### src/rtl/wbs_bridge_pkg.sv
// Shared decode constants, FSM state type and slice geometry helpers for the
// Wishbone-to-debug-memory bridge.
package wbs_bridge_pkg;

  localparam logic [3:0]  REG_CH     = 4'd0;
  localparam logic [23:0] REG_MODE   = 24'd0;
  localparam logic [23:0] REG_DEBUG  = 24'd1;
  localparam logic [23:0] REG_STATUS = 24'd2;
  localparam logic [23:0] REG_ERRCLR = 24'd3;

  typedef enum logic [2:0] {
    ST_IDLE,
    ST_RD_ISSUE,
    ST_RD_WAIT,
    ST_WR_COMMIT,
    ST_ACK
  } state_t;

  function automatic int slice_count(input int dw);
    return (dw + 31) / 32;
  endfunction

  function automatic int slice_bits(input int dw);
    return (slice_count(dw) > 1) ? $clog2(slice_count(dw)) : 1;
  endfunction

endpackage

### src/rtl/wbs_slice_mux.sv
// Picks one 32-bit slice out of a memory word (zero-padded above MEM_DW) and
// merges byte-enabled bus data into the slice staging buffer.
module wbs_slice_mux
  import wbs_bridge_pkg::*;
#(
  parameter int MEM_DW = 64,
  localparam int NSL = slice_count(MEM_DW),
  localparam int SLW = slice_bits(MEM_DW),
  localparam int PW  = NSL * 32
) (
  input  logic [SLW-1:0]    slice,
  input  logic [3:0]        sel,
  input  logic [31:0]       dat,
  input  logic [MEM_DW-1:0] rword,
  input  logic [PW-1:0]     staging,
  output logic [31:0]       rd_slice,
  output logic [PW-1:0]     merged
);

  logic [PW-1:0] padded;

  always_comb begin
    padded   = PW'(rword);
    rd_slice = padded[32*slice +: 32];
    merged   = staging;
    for (int b = 0; b < 4; b++) begin
      if (sel[b]) merged[32*slice + 8*b +: 8] = dat[8*b +: 8];
    end
  end

endmodule

### src/rtl/wbs_mem_bridge.sv
// Wishbone slave exposing a small register bank (ch 0) and NUM_CH wide debug
// memories (ch 1..NUM_CH) as 32-bit slices.
//   state        | meaning
//   ST_IDLE      | waiting for cyc&stb; registers and errors answered directly
//   ST_RD_ISSUE  | one-cycle memory read strobe
//   ST_RD_WAIT   | wait RD_LAT cycles, then capture the requested slice
//   ST_WR_COMMIT | merge into staging; strobe the memory on the top slice
//   ST_ACK       | one-cycle acknowledge
module wbs_mem_bridge
  import wbs_bridge_pkg::*;
#(
  parameter int          NUM_CH    = 4,
  parameter int          MEM_DW    = 64,
  parameter int          MEM_DEPTH = 64,
  parameter int          RD_LAT    = 1,
  parameter logic [31:0] BASE_ADDR = 32'h3000_0000,
  localparam int         MEM_AW    = $clog2(MEM_DEPTH)
) (
  input  logic                     wb_clk_i,
  input  logic                     wb_rst_i,
  input  logic                     wbs_stb_i,
  input  logic                     wbs_cyc_i,
  input  logic                     wbs_we_i,
  input  logic [3:0]               wbs_sel_i,
  input  logic [31:0]              wbs_dat_i,
  input  logic [31:0]              wbs_adr_i,
  output logic                     wbs_ack_o,
  output logic [31:0]              wbs_dat_o,
  output logic                     wbs_mode,
  output logic                     wbs_debug,
  output logic [NUM_CH-1:0]        mem_csb0,
  output logic [NUM_CH-1:0]        mem_web0,
  output logic [MEM_AW-1:0]        mem_addr0,
  output logic [MEM_DW-1:0]        mem_wdata0,
  input  logic [NUM_CH*MEM_DW-1:0] mem_rdata0
);

  localparam int NSL = slice_count(MEM_DW);
  localparam int SLW = slice_bits(MEM_DW);
  localparam int PW  = NSL * 32;

  state_t            state;
  logic [3:0]        req_mem;
  logic [MEM_AW-1:0] req_word;
  logic [SLW-1:0]    req_slice;
  logic [3:0]        req_sel;
  logic [31:0]       req_dat;
  logic [PW-1:0]     staging;
  logic              staged;
  logic              err_sticky;
  logic [1:0]        lat_cnt;

  logic              req;
  logic [3:0]        adr_ch;
  logic [23:0]       reg_off;
  logic [SLW-1:0]    adr_slice;
  logic              is_reg;
  logic              bad;
  logic [31:0]       reg_rdata;
  logic [MEM_DW-1:0] rword;
  logic [31:0]       rd_slice;
  logic [PW-1:0]     merged;

  assign req       = wbs_cyc_i & wbs_stb_i & ~wbs_ack_o;
  assign adr_ch    = wbs_adr_i[27:24];
  assign reg_off   = wbs_adr_i[23:0];
  assign adr_slice = wbs_adr_i[SLW-1:0];
  assign is_reg    = (adr_ch == REG_CH);
  assign rword     = mem_rdata0[req_mem*MEM_DW +: MEM_DW];

  // Word index is checked over all of adr[23:SLW] so addresses past the depth are caught.
  always_comb begin
    bad = (wbs_adr_i[31:28] != BASE_ADDR[31:28]) || (32'(adr_ch) > NUM_CH);
    if (is_reg) bad = bad || (reg_off > REG_ERRCLR);
    else        bad = bad || (32'(wbs_adr_i[23:SLW]) >= MEM_DEPTH)
                          || (32'(adr_slice) >= NSL) || !wbs_debug;
  end

  always_comb begin
    case (reg_off)
      REG_MODE:   reg_rdata = {31'b0, wbs_mode};
      REG_DEBUG:  reg_rdata = {31'b0, wbs_debug};
      REG_STATUS: reg_rdata = {29'b0, staged, err_sticky, state != ST_IDLE};
      default:    reg_rdata = 32'b0;
    endcase
  end

  wbs_slice_mux #(.MEM_DW(MEM_DW)) u_slice_mux (
    .slice    (req_slice),
    .sel      (req_sel),
    .dat      (req_dat),
    .rword    (rword),
    .staging  (staging),
    .rd_slice (rd_slice),
    .merged   (merged)
  );

  always_ff @(posedge wb_clk_i) begin
    if (wb_rst_i) begin
      state      <= ST_IDLE;
      wbs_ack_o  <= 1'b0;
      wbs_dat_o  <= 32'b0;
      wbs_mode   <= 1'b0;
      wbs_debug  <= 1'b0;
      mem_csb0   <= '1;
      mem_web0   <= '1;
      mem_addr0  <= '0;
      mem_wdata0 <= '0;
      staging    <= '0;
      staged     <= 1'b0;
      err_sticky <= 1'b0;
      req_mem    <= '0;
      req_word   <= '0;
      req_slice  <= '0;
      req_sel    <= '0;
      req_dat    <= '0;
      lat_cnt    <= '0;
    end else begin
      case (state)
        ST_IDLE: if (req) begin
          req_mem   <= adr_ch - 4'd1;
          req_word  <= wbs_adr_i[SLW +: MEM_AW];
          req_slice <= adr_slice;
          req_sel   <= wbs_sel_i;
          req_dat   <= wbs_dat_i;
          if (bad) begin
            err_sticky <= 1'b1;
            wbs_dat_o  <= 32'b0;
            wbs_ack_o  <= 1'b1;
            state      <= ST_ACK;
          end else if (is_reg) begin
            if (!wbs_we_i) wbs_dat_o <= reg_rdata;
            else if (wbs_sel_i[0]) begin
              case (reg_off)
                REG_MODE:   wbs_mode  <= wbs_dat_i[0];
                REG_DEBUG:  wbs_debug <= wbs_dat_i[0];
                REG_ERRCLR: if (wbs_dat_i[0]) err_sticky <= 1'b0;
                default:    ;
              endcase
            end
            wbs_ack_o <= 1'b1;
            state     <= ST_ACK;
          end else if (wbs_we_i) begin
            state <= ST_WR_COMMIT;
          end else begin
            mem_csb0  <= ~(NUM_CH'(1) << (adr_ch - 4'd1));
            mem_addr0 <= wbs_adr_i[SLW +: MEM_AW];
            lat_cnt   <= 2'(RD_LAT - 1);
            state     <= ST_RD_ISSUE;
          end
        end
        ST_RD_ISSUE: begin
          mem_csb0 <= '1;
          state    <= wbs_cyc_i ? ST_RD_WAIT : ST_IDLE;
        end
        ST_RD_WAIT: begin
          if (!wbs_cyc_i) state <= ST_IDLE;
          else if (lat_cnt == 2'd0) begin
            wbs_dat_o <= rd_slice;
            wbs_ack_o <= 1'b1;
            state     <= ST_ACK;
          end else lat_cnt <= lat_cnt - 2'd1;
        end
        ST_WR_COMMIT: begin
          if (!wbs_cyc_i) state <= ST_IDLE;
          else begin
            staging <= merged;
            if (req_slice == SLW'(NSL - 1)) begin
              mem_csb0   <= ~(NUM_CH'(1) << req_mem);
              mem_web0   <= ~(NUM_CH'(1) << req_mem);
              mem_addr0  <= req_word;
              mem_wdata0 <= merged[MEM_DW-1:0];
              staged     <= 1'b0;
            end else staged <= 1'b1;
            wbs_ack_o <= 1'b1;
            state     <= ST_ACK;
          end
        end
        ST_ACK: begin
          wbs_ack_o <= 1'b0;
          mem_csb0  <= '1;
          mem_web0  <= '1;
          state     <= ST_IDLE;
        end
        default: state <= ST_IDLE;
      endcase
    end
  end

endmodule
### config.mk
export PLATFORM = sky130hd
export DESIGN_NAME = wbs_mem_bridge
export DESIGN_NICKNAME = d
export VERILOG_FILES = /design/src/rtl/wbs_bridge_pkg.sv /design/src/rtl/wbs_slice_mux.sv /design/src/rtl/wbs_mem_bridge.sv
export SDC_FILE = /design/constraint.sdc
export NUM_CORES = 1
export LEC_CHECK = 0
export CAP_MARGIN = 0
export CORE_ASPECT_RATIO = 0.8
export CORE_MARGIN = 5
export CORE_UTILIZATION = 44
export DETAILED_ROUTE_END_ITERATION = 16
export GPL_ROUTABILITY_DRIVEN = 0
export PLACE_DENSITY_LB_ADDON = 0.08
export SKIP_CTS_REPAIR_TIMING = 1
export SYNTH_ARGS = -nofsm -noshare
export SYNTH_HDL_FRONTEND = slang
export SYNTH_SLANG_ARGS = --single-unit
### constraint.sdc
create_clock -name wb_clk_i -period 3.05 [get_ports wb_clk_i]
set_input_delay 0.7625 -clock wb_clk_i [delete_from_list [all_inputs] [get_ports wb_clk_i]]
set_output_delay 0.7625 -clock wb_clk_i [all_outputs]
set_load 0.005 [all_outputs]
==> Word-level counts from Yosys, hierarchy flattened <==
Cells that the tools add are included.
{ "word_totals": {"in_bits": 329, "regBits": 231, "wordCells": 164} }
{ "op_classes": {"addsub": 9, "order_cmp": 3, "reduce_logical": 34, "shift": 12, "n_bitwise": 6, "n_eq_ne": 20, "n_mux": 62} }
{ "ops": {"columns": ["op", "count"], "rows": [
  ["bitwise mux 64 bit", 4],
  ["2-to-1 mux 64 bit", 4],
  ["variable shift 8 x 34 -> 64 bit (first input constant)", 4],
  ["variable part select 256 x 11 -> 64 bit", 1],
  ["variable part select 8 x 34 -> 64 bit", 4],
  ["2-to-1 mux 32 bit", 6],
  ["negation 32 -> 34 bit", 3],
  ["one-hot mux 32 bit (2 select lines)", 1],
  ["variable part select 64 x 7 -> 32 bit", 1],
  ["== test 24 x 2 -> 1 bit (second input constant)", 2],
  ["AND reduction 7 bit", 6],
  ["2-to-1 mux 6 bit", 6],
  ["negation 6 -> 34 bit", 1],
  ["== test 24 x 1 -> 1 bit (second input constant)", 1],
  ["> comparator 24 x 2 -> 1 bit (second input constant)", 1],
  ["zero test 24 bit", 1],
  ["2-to-1 mux 4 bit", 6],
  [">= comparator 23 x 7 -> 1 bit (second input constant)", 1],
  ["2-to-1 mux 3 bit", 6],
  ["!= test 2 bit (second input constant)", 9],
  ["2-to-1 mux 2 bit", 8],
  ["nonzero test 2 bit", 8],
  ["adder 6 x 5 -> 7 bit (second input constant)", 2],
  ["2-to-1 mux 1 bit", 14],
  ["31 further kinds", 46]
]} }

==> Depth between registers and ports, before layout <==
{ "depth": {"depth_word": 10, "ltp_mapped": 9} }

==> Modules after synthesis <==
Synthesis repeated with hierarchy kept, for this count alone.
{ "unflattened": {"cells_unflattened": 1433, "area_unflattened_um2": 11883.9} }
{ "by_module_without_submodules": {"columns": ["module", "n_inst", "seq_area_each_um2", "area_each_um2", "cells_each"], "rows": [
  ["wbs_mem_bridge", 1, 4624.4, 10655.2, 1321],
  ["wbs_slice_mux", 1, 0.0, 1228.7, 112]
]} }

==> Least setup slack after synthesis <==
OpenSTA, ideal clock, no wires.
{ "synth_timing": {"kind": "in2reg", "from": "input port wbs_adr_i[24]", "to": "register wbs_dat_o[23]", "arrival_time_ns": 2.439, "path_stages": 8, "n_path_buf": 1, "path_slack_ns": 0.522, "t_required_ns": 2.961, "path_cell_list": "inv_1 ha_1 nor3b_1 nand3_1 a2111oi_4 a21oi_2 buf_4 o32ai_2"} }
{ "synth_via": {"elab_chain_cells": 8, "word_cells_on_any_way": 13, "cone_classes": "1 x order compare; 2 x eq/ne; 4 x mux; 6 x reduce/logical"} }
{ "synth_lines": {"columns": ["element", "line_no", "rtl"], "rows": [
  ["from (decl)", "wbs_mem_bridge.sv:26", "input logic [31:0] wbs_adr_i,"],
  ["> comparator 4 x 3 -> 1 bit", "wbs_mem_bridge.sv:73", "bad = (wbs_adr_i[31:28] != BASE_ADDR[31:28]) || (32'(adr_ch) > NUM_CH);"],
  ["logical OR 1 bit", "wbs_mem_bridge.sv:73", null],
  ["logical OR 1 bit", "wbs_mem_bridge.sv:75", "else bad = bad || (32'(wbs_adr_i[23:SLW]) >= MEM_DEPTH)"],
  ["logical OR 1 bit", "wbs_mem_bridge.sv:76", "|| (32'(adr_slice) >= NSL) || !wbs_debug;"],
  ["2-to-1 mux 1 bit", "wbs_mem_bridge.sv:74", "if (is_reg) bad = bad || (reg_off > REG_ERRCLR);"],
  ["2-to-1 mux 32 bit", "wbs_mem_bridge.sv:126", "if (bad) begin"],
  ["2-to-1 mux 32 bit", "wbs_mem_bridge.sv:120", "ST_IDLE: if (req) begin"],
  ["one-hot mux 32 bit (2 select lines)", "wbs_mem_bridge.sv:119", "case (state)"],
  ["to (signal assigned)", "wbs_mem_bridge.sv:132", "if (!wbs_we_i) wbs_dat_o <= reg_rdata;"],
  ["to (signal assigned)", "wbs_mem_bridge.sv:159", "wbs_dat_o <= rd_slice;"],
  ["to (decl)", "wbs_mem_bridge.sv:28", "output logic [31:0] wbs_dat_o,"]
]} }
Parallel ways exist; a longest one is shown, timed or not. The select of a mux whose other input is x is not followed.
A chain may end at the register's enable or synchronous reset.

==> Final worst setup path <==
{ "layout_timing": {"from": "input port wbs_adr_i[24]", "to": "register wbs_dat_o[12]"} }
Same word-level chain as after synthesis.

==> impl_metrics.toml <==
[sta]
rsz0062_at_grt = "no"
clock.fmax_mhz = 375
setup_slack_ns = 0.383
fin_hold_ws_ns = 0.452
setup_viol = 0
setup-tns-final_ns = 0
slew_headroom_pct = 31.4
clock_skew_ns = 0.00835
timing.final.crit_share_pct = 87.5
tightest_slew_ns = 1.03
finalMaxSlewViolations = 0
period_minus_slack_ns = 2.67
timing_hold_violations_final = 0

[hold_path]
hp-class = "reg2reg"

[synth]
ys_types = 72
yosysSeqAreaShare_pct = 41.1
synthFlopType = "dfxtp_1"
synth_edf_count = 0
syn_area_mm2 = 0.0113
syn_area_per_cell_um2 = 9.08
synth.net_count = 1572
ys_seq_elements = 231
async_reset_ff_share_pct = 0
syn_inst = 1240
yosys_warnings = 0

[layout]
area_growth_pct = 48.9
final_layout_size_suffix_gt1_share_pct = 11.4
fillCellCount = 2094
final_nets = 1976
fin_area_mm2 = 0.0168
multi_input_area_mm2 = 0.00605
layout.cells.non_filler = 1984
seqCellArea_mm2 = 0.00463

[placed_design]
placed_area_mm2 = 0.0160
pre_cts_slack_ns = -0.101
dp_cells = 1943
portBuffers = 441
post-dp-hpwl_um = 32400

[routing]
ant_nets = 0
routed_wl_um = 42100
drc = 0
wire_per_inst_um = 21.2
dr.pass1.iters = 5
dr_total_vias = 11000
via_per_inst = 5.55
drt_iter0_markers = 849

[setup_path]
worstPathMaxFanout = 29
worst-endpoint-required_ns = 3.45
end_kind = "flop"
path_class = "in2reg"
crit_slowest_cell = "a2111oi_4"
worst_setup_path_start_kind = "input port"
cpPeakStageDelay_ns = 0.49
worst_ep_arrival_time_ns = 3.07
worst-path-buf-inv = 3
crit_path_cell_trace = "clkdlybuf4s50_1, inv_1, ha_1, nor3b_1, nand3_1, a2111oi_4, a21oi_4, buf_12, o32ai_2"
cpLargestDelayFamily = "compound AO/OA/AOI/OAI gates"

[floorplanning]
io_pins = 442
die-width_um = 189
die_h_um = 153
core-area_mm2 = 0.0252
fp-row-count = 52
initial_core_util_pct = 44.6
die-area_mm2 = 0.0289

[outcome]
status = "completed"

[clock_network]
cts_buffers = 23
worst_skew_pair.late_latency_ns = 0.50
root_buffer = "clkbuf_16"
clk_pin_slew_worst_paths_ns = 0.06
cts_tree = "done"
ctsLongestPathBuffers = 3
clock_sinks = 231
cts.htree.levels = 1

[global_route]
grt_pass1_vias = 10700
grt_max_degree = 100
track_usage_pct = 28.0
grt_overflow = 0
grt_pass1_wl_um = 64300
antenna_found_initial = 2

[pwr]
leakage_nw = 5.63
powerDensity_mw_per_mm2 = 418
peakVddDrop_uv = 400

[flow_run]
drv_cap = 0
-- state kept, by name, indices dropped and copies added (netlist names) --
register / cells
staging: 64
req_slice: 1
err_sticky: 1
wbs_dat_o: 32
req_dat: 32
wbs_ack_o: 1
mem_wdata0: 64
mem_addr0: 6
req_mem: 4
req_sel: 4
mem_csb0: 4
mem_web0: 4
req_word: 6
state: 3
staged: 1
lat_cnt: 2
wbs_debug: 1
wbs_mode: 1
-- cells in the final DEF, fill, tap and decap left out, types with 4 or more instances in the layout --
master             n
mux2i_1           32
o32ai_2           28
mux4_2            64
a211oi_1           5
a22oi_1            5
nand2_1          305
a221o_1            4
clkbuf_1           7
a311oi_1          32
nor4_2             5
a211o_1            4
nor2_1            55
and2_1             6
clkdlybuf4s50_1  440
buf_12             5
buf_4             34
nand4_1            4
dfxtp_1          228
a21oi_1          153
nor4_1             4
and3_1             6
clkbuf_16         23
nand3_1           42
a21o_1             4
clkbuf_8           5
inv_1             40
nor3_1             5
o21ai_0           41
-- cell usage after synthesis (all sizes together), types with 4 or more instances --
master  number  area (um^2)
a211o        4         35.0
a211oi       5         37.5
a21o         4         30.0
a21oi      154          774
a221o        4         40.0
a22oi        6         50.1
a311oi      32          280
and2         6         37.5
and3         6         37.5
buf         29          181
clkbuf      72          270
dfxtp      231         4620
inv         41          154
mux2i       32          320
mux4        64         1440
nand2      307         1150
nand3       42          210
nand4        5         46.3
nor2        57          216
nor3         6         41.3
nor4         9         87.6
o21ai       41          205
o32ai       29          464
-- stage by stage --
stage	utilization, %	power, mW
2_1_floorplan	-	3.64
3_3_place_gp	63.4	4.24
3_5_place_dp	63.4	4.25
4_1_cts	66.4	7.07
5_1_grt	66.4	7.27
6_report	66.4	7.01
-- layout make-up --
class	count	area share [%]
diodes	1	0.0149
clock buffers	35	4.00
clock inverters	5	0.470
inverters	41	0.918
multi-input cells	867	36.1
flip-flops and latches	231	27.6
well taps	324	2.42
repair buffers	480	28.5
-- where the power goes --
group          leakage [nW]  internal, mW  total [mW]  switching (mW)
Clock                 0.368          1.68        2.83            1.15
Combinational          3.39         0.658        1.05           0.394
Sequential             1.87          3.06        3.13          0.0770
-- worst min-delay path, delay by kind of cell, from the launching register on --
family	cells	cell delay (ns)
AND/OR/NAND/NOR	1	0.05
AO/OA/AOI/OAI	1	0.05
flip-flops	1	0.31
-- final timing paths --
check,from,to,slack (ns),cells past startpoint
hold / removal,staging[10],mem_wdata0[10],0.45,2
hold reg to reg,staging[10],mem_wdata0[10],0.45,2
setup / recovery,wbs_adr_i[24],wbs_dat_o[12],0.38,9
setup reg to reg,state[0],staging[5],0.71,6
-- per-layer routing --
| metal | track usage (%) | vias to the layer above | part of all wire (%) |
|---|---|---|---|
| met2 | 45.6 | 432 | 47 |
| met5 | 0 | - | 0.017 |
| met3 | 6.68 | 68 | 7.9 |
| li1 | - | 5260 | - |
| met4 | 7.91 | 2 | 3.2 |
| met1 | 37.4 | 5251 | 42 |
-- kinds of logic (layout without fill, tap and decap cells) --
kind of cell,count (synthesis),count (layout),synth area share (%)
AOI/OAI and AO/OA,302,302,19.1
xor gates and xnor gates,3,3,0.233
adders and majority gates,3,3,0.333
buffers and inverters,142,561,5.38
DFF,231,231,41.1
muxes,96,96,15.6
other,0,1,0
and+or+nand+nor,463,463,18.2
No activity file was read; power rests on OpenSTA's default activity.
